$ cat config.mk
export PLATFORM = sky130hd
export DESIGN_NAME = mrd_fsm_source_flat
export DESIGN_NICKNAME = d
export VERILOG_FILES = /design/src/rtl/mrd_fsm_source_if.sv /design/src/rtl/mrd_fsm_source.sv /design/src/flat_wrapper.sv
export SDC_FILE = /design/constraint.sdc
export NUM_CORES = 1
export LEC_CHECK = 0
export CELL_PAD_IN_SITES_DETAIL_PLACEMENT = 1
export CELL_PAD_IN_SITES_GLOBAL_PLACEMENT = 1
export CORE_ASPECT_RATIO = 1.1
export CORE_MARGIN = 8
export CORE_UTILIZATION = 28
export CTS_CLUSTER_DIAMETER = 80
export DETAILED_ROUTE_END_ITERATION = 6
export GPL_ROUTABILITY_DRIVEN = 0
export HOLD_SLACK_MARGIN = 0.08
export PLACE_DENSITY = 0.77
export REMOVE_ABC_BUFFERS = 1
export SETUP_SLACK_MARGIN = 0.15
export SLEW_MARGIN = 20
export SYNTH_ARGS = -nofsm -noshare
export SYNTH_HDL_FRONTEND = slang
export SYNTH_SLANG_ARGS = --single-unit
$ cat constraint.sdc
create_clock -name clk -period 3.5 [get_ports clk]
set_input_delay 1.05 -clock clk [delete_from_list [all_inputs] [get_ports clk]]
set_output_delay 1.05 -clock clk [all_outputs]
set_load 0.005 [all_outputs]
$ cat src/rtl/mrd_fsm_source_if.sv
// rtl/mrd_fsm_source_if.sv - bank read port and output sample stream of the source reader
// Array entry 6-k belongs to bank k, matching the rden bit order (bit 6 = bank 0).
interface mrd_fsm_source_if #(
    parameter int wADDR = 8,
    parameter int wDATA = 30
);
    logic [6:0]             rden;
    logic [6:0][wADDR-1:0]  rdaddr;
    logic [6:0][wDATA-1:0]  rddata;
    logic [wDATA-1:0]       out_data;
    logic                   out_valid;
    logic                   out_sop;
    logic                   out_eop;

    modport master (
        output rden, rdaddr, out_data, out_valid, out_sop, out_eop,
        input  rddata
    );

    modport slave (
        input  rden, rdaddr, out_data, out_valid, out_sop, out_eop,
        output rddata
    );
endinterface

$ cat src/rtl/mrd_fsm_source.sv
// rtl/mrd_fsm_source.sv - reads a frame back from the 7 banks as a framed sample stream
// Reads round-robin bank 0..6; a 2-deep bank/tag delay line aligns with the RAM latency.
module mrd_fsm_source #(
    parameter int wADDR = 8,
    parameter int wDATA = 30
) (
    input  logic                clk,
    input  logic                rst,
    input  logic [2:0]          fsm_i,
    input  logic                start_i,
    input  logic [11:0]         len_i,
    mrd_fsm_source_if.master    bus,
    output logic                source_3_4_o,
    output logic                done_o
);
    localparam logic [2:0]  FSM_SOURCE = 3'd5;
    localparam logic [31:0] MAX_LEN    = 32'(7 * (2 ** wADDR));

    typedef enum logic [1:0] {IDLE, READ, DRAIN} state_t;

    state_t             state_q, state_d;
    logic [2:0]         bank_q, bank_d;
    logic [wADDR-1:0]   addr_q, addr_d;
    logic [11:0]        cnt_rd_q, cnt_rd_d;
    logic [11:0]        n_q, n_d;
    logic [11:0]        cnt_out_q, cnt_out_d;
    logic [2:0]         bank1_q, bank2_q;
    logic               v1_q, v1_d, s1_q, s1_d, e1_q, e1_d;
    logic               v2_q, v2_d, s2_q, s2_d, e2_q, e2_d;
    logic [wDATA-1:0]   out_data_q, out_data_d;
    logic               out_valid_q, out_valid_d;
    logic               out_sop_q, out_sop_d;
    logic               out_eop_q, out_eop_d;
    logic               s34_q, s34_d;
    logic               done_q, done_d;

    logic               len_ok;
    logic               abort;
    logic               last_rd;
    logic [11:0]        thresh;

    assign len_ok  = (len_i != 12'd0) && ({20'd0, len_i} <= MAX_LEN);
    assign abort   = (state_q != IDLE) && (fsm_i != FSM_SOURCE);
    assign last_rd = (cnt_rd_q == n_q - 12'd1);
    assign thresh  = {2'b00, n_q[11:2]} + {1'b0, n_q[11:1]} - 12'd1;

    always_comb begin
        state_d     = state_q;
        bank_d      = bank_q;
        addr_d      = addr_q;
        cnt_rd_d    = cnt_rd_q;
        n_d         = n_q;
        cnt_out_d   = v2_q ? cnt_out_q + 12'd1 : cnt_out_q;
        v1_d        = 1'b0;
        s1_d        = 1'b0;
        e1_d        = 1'b0;
        v2_d        = v1_q;
        s2_d        = s1_q;
        e2_d        = e1_q;
        out_valid_d = v2_q;
        out_sop_d   = s2_q;
        out_eop_d   = e2_q;
        out_data_d  = v2_q ? bus.rddata[3'd6 - bank2_q] : out_data_q;
        s34_d       = v2_q && (cnt_out_q == thresh) && (cnt_out_q != 12'd0);
        done_d      = 1'b0;

        case (state_q)
            IDLE: begin
                if (start_i && (fsm_i == FSM_SOURCE) && len_ok) begin
                    state_d   = READ;
                    n_d       = len_i;
                    bank_d    = 3'd0;
                    addr_d    = '0;
                    cnt_rd_d  = 12'd0;
                    cnt_out_d = 12'd0;
                end
            end
            READ: begin
                v1_d = 1'b1;
                s1_d = (cnt_rd_q == 12'd0);
                e1_d = last_rd;
                if (last_rd) begin
                    state_d = DRAIN;
                end else begin
                    cnt_rd_d = cnt_rd_q + 12'd1;
                    if (bank_q == 3'd6) begin
                        bank_d = 3'd0;
                        addr_d = addr_q + 1'b1;
                    end else begin
                        bank_d = bank_q + 3'd1;
                    end
                end
            end
            DRAIN: begin
                if (out_valid_q && out_eop_q) begin
                    done_d  = 1'b1;
                    state_d = IDLE;
                end
            end
            default: state_d = IDLE;
        endcase

        // Leaving Source kills everything in flight so no eop/done can escape.
        if (abort) begin
            state_d     = IDLE;
            v1_d        = 1'b0;
            s1_d        = 1'b0;
            e1_d        = 1'b0;
            v2_d        = 1'b0;
            s2_d        = 1'b0;
            e2_d        = 1'b0;
            out_valid_d = 1'b0;
            out_sop_d   = 1'b0;
            out_eop_d   = 1'b0;
            s34_d       = 1'b0;
            done_d      = 1'b0;
        end
    end

    always_ff @(posedge clk or posedge rst) begin
        if (rst) begin
            state_q     <= IDLE;
            bank_q      <= 3'd0;
            addr_q      <= '0;
            cnt_rd_q    <= 12'd0;
            n_q         <= 12'd0;
            cnt_out_q   <= 12'd0;
            bank1_q     <= 3'd0;
            bank2_q     <= 3'd0;
            v1_q        <= 1'b0;
            s1_q        <= 1'b0;
            e1_q        <= 1'b0;
            v2_q        <= 1'b0;
            s2_q        <= 1'b0;
            e2_q        <= 1'b0;
            out_data_q  <= '0;
            out_valid_q <= 1'b0;
            out_sop_q   <= 1'b0;
            out_eop_q   <= 1'b0;
            s34_q       <= 1'b0;
            done_q      <= 1'b0;
        end else begin
            state_q     <= state_d;
            bank_q      <= bank_d;
            addr_q      <= addr_d;
            cnt_rd_q    <= cnt_rd_d;
            n_q         <= n_d;
            cnt_out_q   <= cnt_out_d;
            bank1_q     <= bank_q;
            bank2_q     <= bank1_q;
            v1_q        <= v1_d;
            s1_q        <= s1_d;
            e1_q        <= e1_d;
            v2_q        <= v2_d;
            s2_q        <= s2_d;
            e2_q        <= e2_d;
            out_data_q  <= out_data_d;
            out_valid_q <= out_valid_d;
            out_sop_q   <= out_sop_d;
            out_eop_q   <= out_eop_d;
            s34_q       <= s34_d;
            done_q      <= done_d;
        end
    end

    assign bus.rden      = (state_q == READ) ? (7'b1000000 >> bank_q) : 7'd0;
    assign bus.rdaddr    = {7{addr_q}};
    assign bus.out_data  = out_data_q;
    assign bus.out_valid = out_valid_q;
    assign bus.out_sop   = out_sop_q;
    assign bus.out_eop   = out_eop_q;
    assign source_3_4_o  = s34_q;
    assign done_o        = done_q;
endmodule

$ cat src/flat_wrapper.sv
// flat-port wrapper written by rule: the top's interface ports become plain ports
module mrd_fsm_source_flat 
#(
    parameter int wADDR = 8,
    parameter int wDATA = 30
)
  (clk, rst, fsm_i, start_i, len_i, source_3_4_o, done_o, bus_rden, bus_rdaddr, bus_out_data, bus_out_valid, bus_out_sop, bus_out_eop, bus_rddata);
  mrd_fsm_source_if #(.wADDR(wADDR), .wDATA(wDATA)) bus_i ();
  input  logic clk;
  input  logic rst;
  input  logic [2:0] fsm_i;
  input  logic start_i;
  input  logic [11:0] len_i;
  output logic source_3_4_o;
  output logic done_o;
  output wire logic [$bits(bus_i.rden)-1:0] bus_rden;
  output wire logic [$bits(bus_i.rdaddr)-1:0] bus_rdaddr;
  output wire logic [$bits(bus_i.out_data)-1:0] bus_out_data;
  output wire logic [$bits(bus_i.out_valid)-1:0] bus_out_valid;
  output wire logic [$bits(bus_i.out_sop)-1:0] bus_out_sop;
  output wire logic [$bits(bus_i.out_eop)-1:0] bus_out_eop;
  input wire logic [$bits(bus_i.rddata)-1:0] bus_rddata;
  assign bus_rden = bus_i.rden;
  assign bus_rdaddr = bus_i.rdaddr;
  assign bus_out_data = bus_i.out_data;
  assign bus_out_valid = bus_i.out_valid;
  assign bus_out_sop = bus_i.out_sop;
  assign bus_out_eop = bus_i.out_eop;
  assign bus_i.rddata = bus_rddata;
  mrd_fsm_source #(.wADDR(wADDR), .wDATA(wDATA)) u_core (.clk(clk), .rst(rst), .fsm_i(fsm_i), .start_i(start_i), .len_i(len_i), .bus(bus_i), .source_3_4_o(source_3_4_o), .done_o(done_o));
endmodule
======== Word-level counts from Yosys, hierarchy flattened ========
Cells that the tools add are included.
word-level totals
  register bits ........................... 96
  input port bits ......................... 228
  output and inout bits ................... 98
  word-level logic and storage cells ...... 99
cells by class
  $add $sub $neg .......................... 8
  order comparisons ....................... 2
  equality and inequality tests ........... 13
  shift operators ......................... 1
  muxes and demuxes ....................... 38
  reductions and logical operators ........ 17
operator list
  kind                                                                                number
  30-bit binary-select mux with 3-bit select                                          1
  12-bit two-way mux                                                                  5
  30-bit two-way mux                                                                  1
  12-bit by 1-bit adder with 12-bit output, second input constant                     2
  12-bit equality test                                                                2
  8-bit two-way mux                                                                   3
  12-bit case mux with 2 select lines                                                 1
  12-bit nonzero test                                                                 2
  12-bit by 1-bit subtractor with 12-bit output, second input constant                2
  1-bit two-way mux                                                                   16
  8-bit case mux with 2 select lines                                                  1
  10-bit by 11-bit adder with 12-bit output                                           1
  12-bit by 11-bit less-or-equal comparator with 1-bit output, second input constant  1
  12-bit logical NOT                                                                  1
  3-bit two-way mux                                                                   3
  3-bit by 1-bit inequality test with 1-bit output, second input constant             3
  8-bit by 1-bit adder with 8-bit output, second input constant                       1
  2-bit two-way mux                                                                   4
  1-bit logical AND                                                                   7
  7-bit two-way mux                                                                   1
  7-bit by 3-bit right shift with 7-bit output, first input constant                  1
  3-bit equality test, second input constant                                          2
  2-bit case mux with 3 select lines                                                  1
  3-bit case mux with 2 select lines                                                  1
  13 further kinds                                                                    16

======== Depth between registers and ports, before layout ========
Gate-level depths: netlist (run 1).
  depth after elaboration ................. 6
  mapped depth ............................ 13
  gate-level depth less buffers ........... 13

======== Least setup slack after synthesis (run 1) ========
No wires, ideal clock.
  path kind ............................... reg-to-reg
  from .................................... register u_core.n_q[2]
  to ...................................... register u_core.s34_q (netlist: u_core.source_3_4_o)
  library setup time ...................... 0.111 ns
  arrival time ............................ 2.958 ns
  data required time ...................... 3.389 ns
  path slack .............................. 0.431 ns
  cell stages (with the launch flop) ...... 14
  path buffers ............................ 0
  clock period less this slack ............ 3.069 ns
  path through ............................ dfrtp_1 inv_1 ha_1 inv_1 ha_1 inv_1 fa_1 xor2_1 a222oi_1 o311ai_1 nor4b_2 nand4b_1 or4_1 a2111oi_2
between the ends
  word-level cells in the longest chain between the ends .. 6
ends and longest elaborated chain
  element                                        RTL line               RTL
  from (decl)                                    mrd_fsm_source.sv:25   logic [11:0] n_q, n_d;
  from (signal assigned)                         mrd_fsm_source.sv:147  n_q <= n_d;
  10-bit by 11-bit adder with 12-bit output      mrd_fsm_source.sv:45   assign thresh = {2'b00, n_q[11:2]} + {1'b0, n_q[11:1]} - 12'd1;
  12-bit by 1-bit subtractor with 12-bit output  mrd_fsm_source.sv:45
  12-bit equality test                           mrd_fsm_source.sv:64   s34_d = v2_q && (cnt_out_q == thresh) && (cnt_out_q != 12'd0);
  1-bit logical AND (2 in series)                mrd_fsm_source.sv:64
  1-bit two-way mux                              mrd_fsm_source.sv:104  if (abort) begin
  named net u_core.s34_d                         mrd_fsm_source.sv:34   logic s34_q, s34_d;
  to (signal assigned)                           mrd_fsm_source.sv:140  s34_q <= 1'b0;
  to (signal assigned)                           mrd_fsm_source.sv:161  s34_q <= s34_d;
  to (decl)                                      mrd_fsm_source.sv:34
The timed path passes the listed nets, and every way through them passes these cells.
A chain may end at the register's enable or synchronous reset.

======== Worst setup path after layout (run 1) ========
Ends and elaborated chain as after synthesis.

==> summary.md, run 1 <==
| Metric | Value |
|---|---|
| Largest cells by area after synthesis | dfrtp_1 (33%), mux4_2 (9.2%), o211ai_1 (7.2%), ha_1 (6.3%), buf_4 (4.9%) |
| Number of flops mapped to enable cells by yosys | 0 |
| Antenna violations before repair | 4 |
| Die height | 185.7 µm |
| Multi-input gate area | 0.004188 mm² |
| CTS buffer count | 9 |
| Min Clock Period, post-route | 3.309 ns |
| Clk_skew | 0.01379 ns |
| Power, Total | 0.005941 W |
| Root Driver | clkbuf_16 |
| Worst skew pair latency | 0.35 ns |
| Post-route clock period utilization | 94.54% |
| Final WS setup | 0.1911 ns |
| Final instance count without filler cells | 1,408 |
| Yosys top cell by area | dfrtp_1 |
| Gr busiest metal | met2 |
| Async SR Flop Fraction | 100.0% |
| Grt ovf | 0 |
| Core Footprint | 0.02591 mm² |
| Worst Path Required | 3.74 ns |
| Fin util | 42.94% |
| M2 GR Usage | 34.76% |
| Filler cells | 2,981 |
| CTS max path bufs | 2 |
| Post-Syn Area per Cell | 9.386 µm² |
| Gate Count Post-Synth | 781 |
| M1 GR Usage | 21.50% |
| Layout Nets | 1,314 |
| CP endpoint kind | flop |
| Slew of the pin with the lowest slew margin | 0.6579 ns |
| Endpoints failing setup | 0 |
| Worst EP arrival | 3.55 ns |
| GRT Total Usage | 19.10% |
| RSZ-0062 raised after global routing | yes |
| Peak VDD IR | 0.3540 mV |
| Routed vias/inst | 5.044 |
| Post-Route WL | 31,370 µm |
| Startpoint class of the critical path | flop |
| Yosys top cell area share | 32.77% |
| Worst-path maximum fanout | 5 |
| Met3 usage | 4.306% |
| CTS tree | yes |
| Final ANT Viol Nets | 0 |
| Via count | 7,102 |
| Max Freq | 0.3022 GHz |
| First-pass GRT wire length | 46,150 µm |
| Seq. cell area | 0.002407 mm² |
| Std-Cell Rows | 62 |
| DP Cell Count | 1,383 |
| DRC Markers | 0 |
| Seq/Total Area, Yosys | 32.77% |
| Leak Pwr | 4.467 nW |
| Pre-CTS WS | 0.1242 ns |
| PortBufs | 325 |
| Power density cells | 534.0 mW/mm² |
| Final HPWL DP | 25,390 µm |
| Share of cells above drive strength 1 | 8.745% |
| Die width | 170.3 µm |
| Crit path kind | reg2reg |
| Die ar. | 0.03162 mm² |
| Syn Std Cell Area | 0.007331 mm² |
| I/O pin total | 326 |
| Most frequent cell after synthesis | dfrtp_1 |
| Drt wl/cell | 22.28 µm |
| Commonest cells post-synth | dfrtp_1 (96), inv_1 (72), o211ai_1 (70) |
| H-tree Lvls | 3 |
| Hold Path Class | reg2reg |
| Status | finished clean |
| Clock transition at path regs | 0.07 ns |
| Total clock sinks | 96 |
| Max Cap Viol | 0 |
| Synth Register Bits | 96 |
| Final Max Slew Viols | 0 |
| Final Hold Fails | 0 |
| Initial DRC count | 383 |
| Total number of yosys warnings | 0 |
| Vias in the first global route | 7,558 |
| Hold buffer count at cts | 0 |
| Area Overhead vs Synth | 51.77% |
| Largest net degree at the start of global routing | 62 |
| Pre-antenna DRT Iters | 4 |
| Setup TNS | 0 ns |
| Initial Util | 28.29% |
| Worst rel slew slack | 56.14% |
| Yosys cell types | 58 |
| Top_reg_cell synth | dfrtp_1 |
==> layout by cell type, fill, tap and decap left out, types with 3 or more instances in the layout <==
cell type,count
buf_4,21
nor4_1,9
nand4_1,7
nor3b_1,3
buf_12,3
o21a_1,3
xor2_1,22
clkdlybuf4s50_1,325
nand2_1,67
diode_2,4
inv_1,67
and3_1,9
o211ai_1,70
clkbuf_16,9
nor2b_1,9
nor3_1,15
and4_1,3
bufinv_16,3
and2_1,4
a21oi_1,15
nor2_1,29
inv_2,4
nand4b_1,4
o21ai_0,49
nand3b_1,3
ha_4,3
xnor2_1,25
o31ai_1,5
nand3_1,21
mux4_2,30
or4_1,8
mux2i_1,32
nand2b_1,4
dfrtp_1,94
ha_1,34
==> critical path, stage by stage, from the launching register on <==
cell       delay [ns]
dfrtp_1          0.38
inv_2            0.08
ha_1             0.21
inv_1            0.11
ha_4             0.16
inv_2            0.04
fa_2             0.40
xor2_2           0.16
a222oi_1         0.34
o311ai_1         0.18
nor4b_2          0.28
nand4b_1         0.12
or4_4            0.44
a2111oi_4        0.29
==> registers in the layout (all words and copies together) (netlist names), 2 cells and up <==
signal,count
u_core.addr_q,8
u_core.bank1_q,3
u_core.bank2_q,3
u_core.bank_q,3
u_core.bus.out_data,30
u_core.cnt_out_q,12
u_core.cnt_rd_q,12
u_core.n_q,12
u_core.state_q,2
==> metrics by stage <==
stage	instance area, µm²	hold slack [ns]
detailed placement	10680	0.3378
global placement	10680	0.3341
CTS	11030	0.3528
global route	11120	0.3596
finish	11130	0.3501
floorplan	6780	0.3312
==> power breakdown <==
group | switching, W | internal (W)
logic | 0.00156 | 0.00164
registers | 0.000289 | 0.00130
clock network | 0.000456 | 0.000697
==> layout make-up <==
cell class	count	area share (%)
antenna	4	0.08997
clock buffer	10	2.058
clock inverter	6	0.9672
inverter	72	2.452
multi-input combinational	519	37.64
sequential	96	21.64
tap	352	3.959
timing repair buffer	349	31.20
==> cells by family after synthesis <==
group / Yosys count / share of synthesized area (%)
and+or+nand+nor: 205 / 14.64
buffers and inverters: 166 / 11.20
AOI/OAI and AO/OA: 163 / 14.93
DFF: 96 / 32.77
muxes: 63 / 13.74
xor gates and xnor gates: 49 / 5.854
adders and majority gates: 39 / 6.861
==> per-layer routing <==
layer	vias to the layer above	share of wire [%]	routed length [µm]
li1	3280	-	-
met4	0	2.8	870
met5	-	0	0
met1	3530	37	11750
met2	246	53	16540
met3	46	7.0	2199
==> what timing repair did <==
action | 4_1_cts | 5_1_grt
buffers inserted | 0 | 5
pin swaps | 0 | 10
endpoints found under the setup margin | 1 | 3
resized for setup | 3 | 10
==> final timing paths <==
kind / startpoint / end / cells past startpoint / slack, ns
worst max register to register: u_core.n_q[2] / u_core.source_3_4_o / 13 / 0.19
worst min register to register: u_core.bank1_q[1] / u_core.bank2_q[1] / 0 / 0.35
min in group asynchronous: rst / u_core.bus.out_data[29] / 2 / 1.07
worst max-delay path: u_core.n_q[2] / u_core.source_3_4_o / 13 / 0.19
worst min-delay path: u_core.bank1_q[1] / u_core.bank2_q[1] / 0 / 0.35
max in group asynchronous: rst / u_core.bus.out_data[19] / 3 / 1.67
Note: power is estimated with default switching activity, not from simulation.
==> inputs of run 2 (changes only) <==
--- a/config.mk
+++ b/config.mk
@@ -5,6 +5,7 @@
 export SDC_FILE = /design/constraint.sdc
 export NUM_CORES = 1
 export LEC_CHECK = 0
+export CAP_MARGIN = 10
 export CELL_PAD_IN_SITES_DETAIL_PLACEMENT = 1
 export CELL_PAD_IN_SITES_GLOBAL_PLACEMENT = 1
 export CORE_ASPECT_RATIO = 1.1
==> results of run 2 <==
Final layout, timing and power as in run 1 (identical DEF).
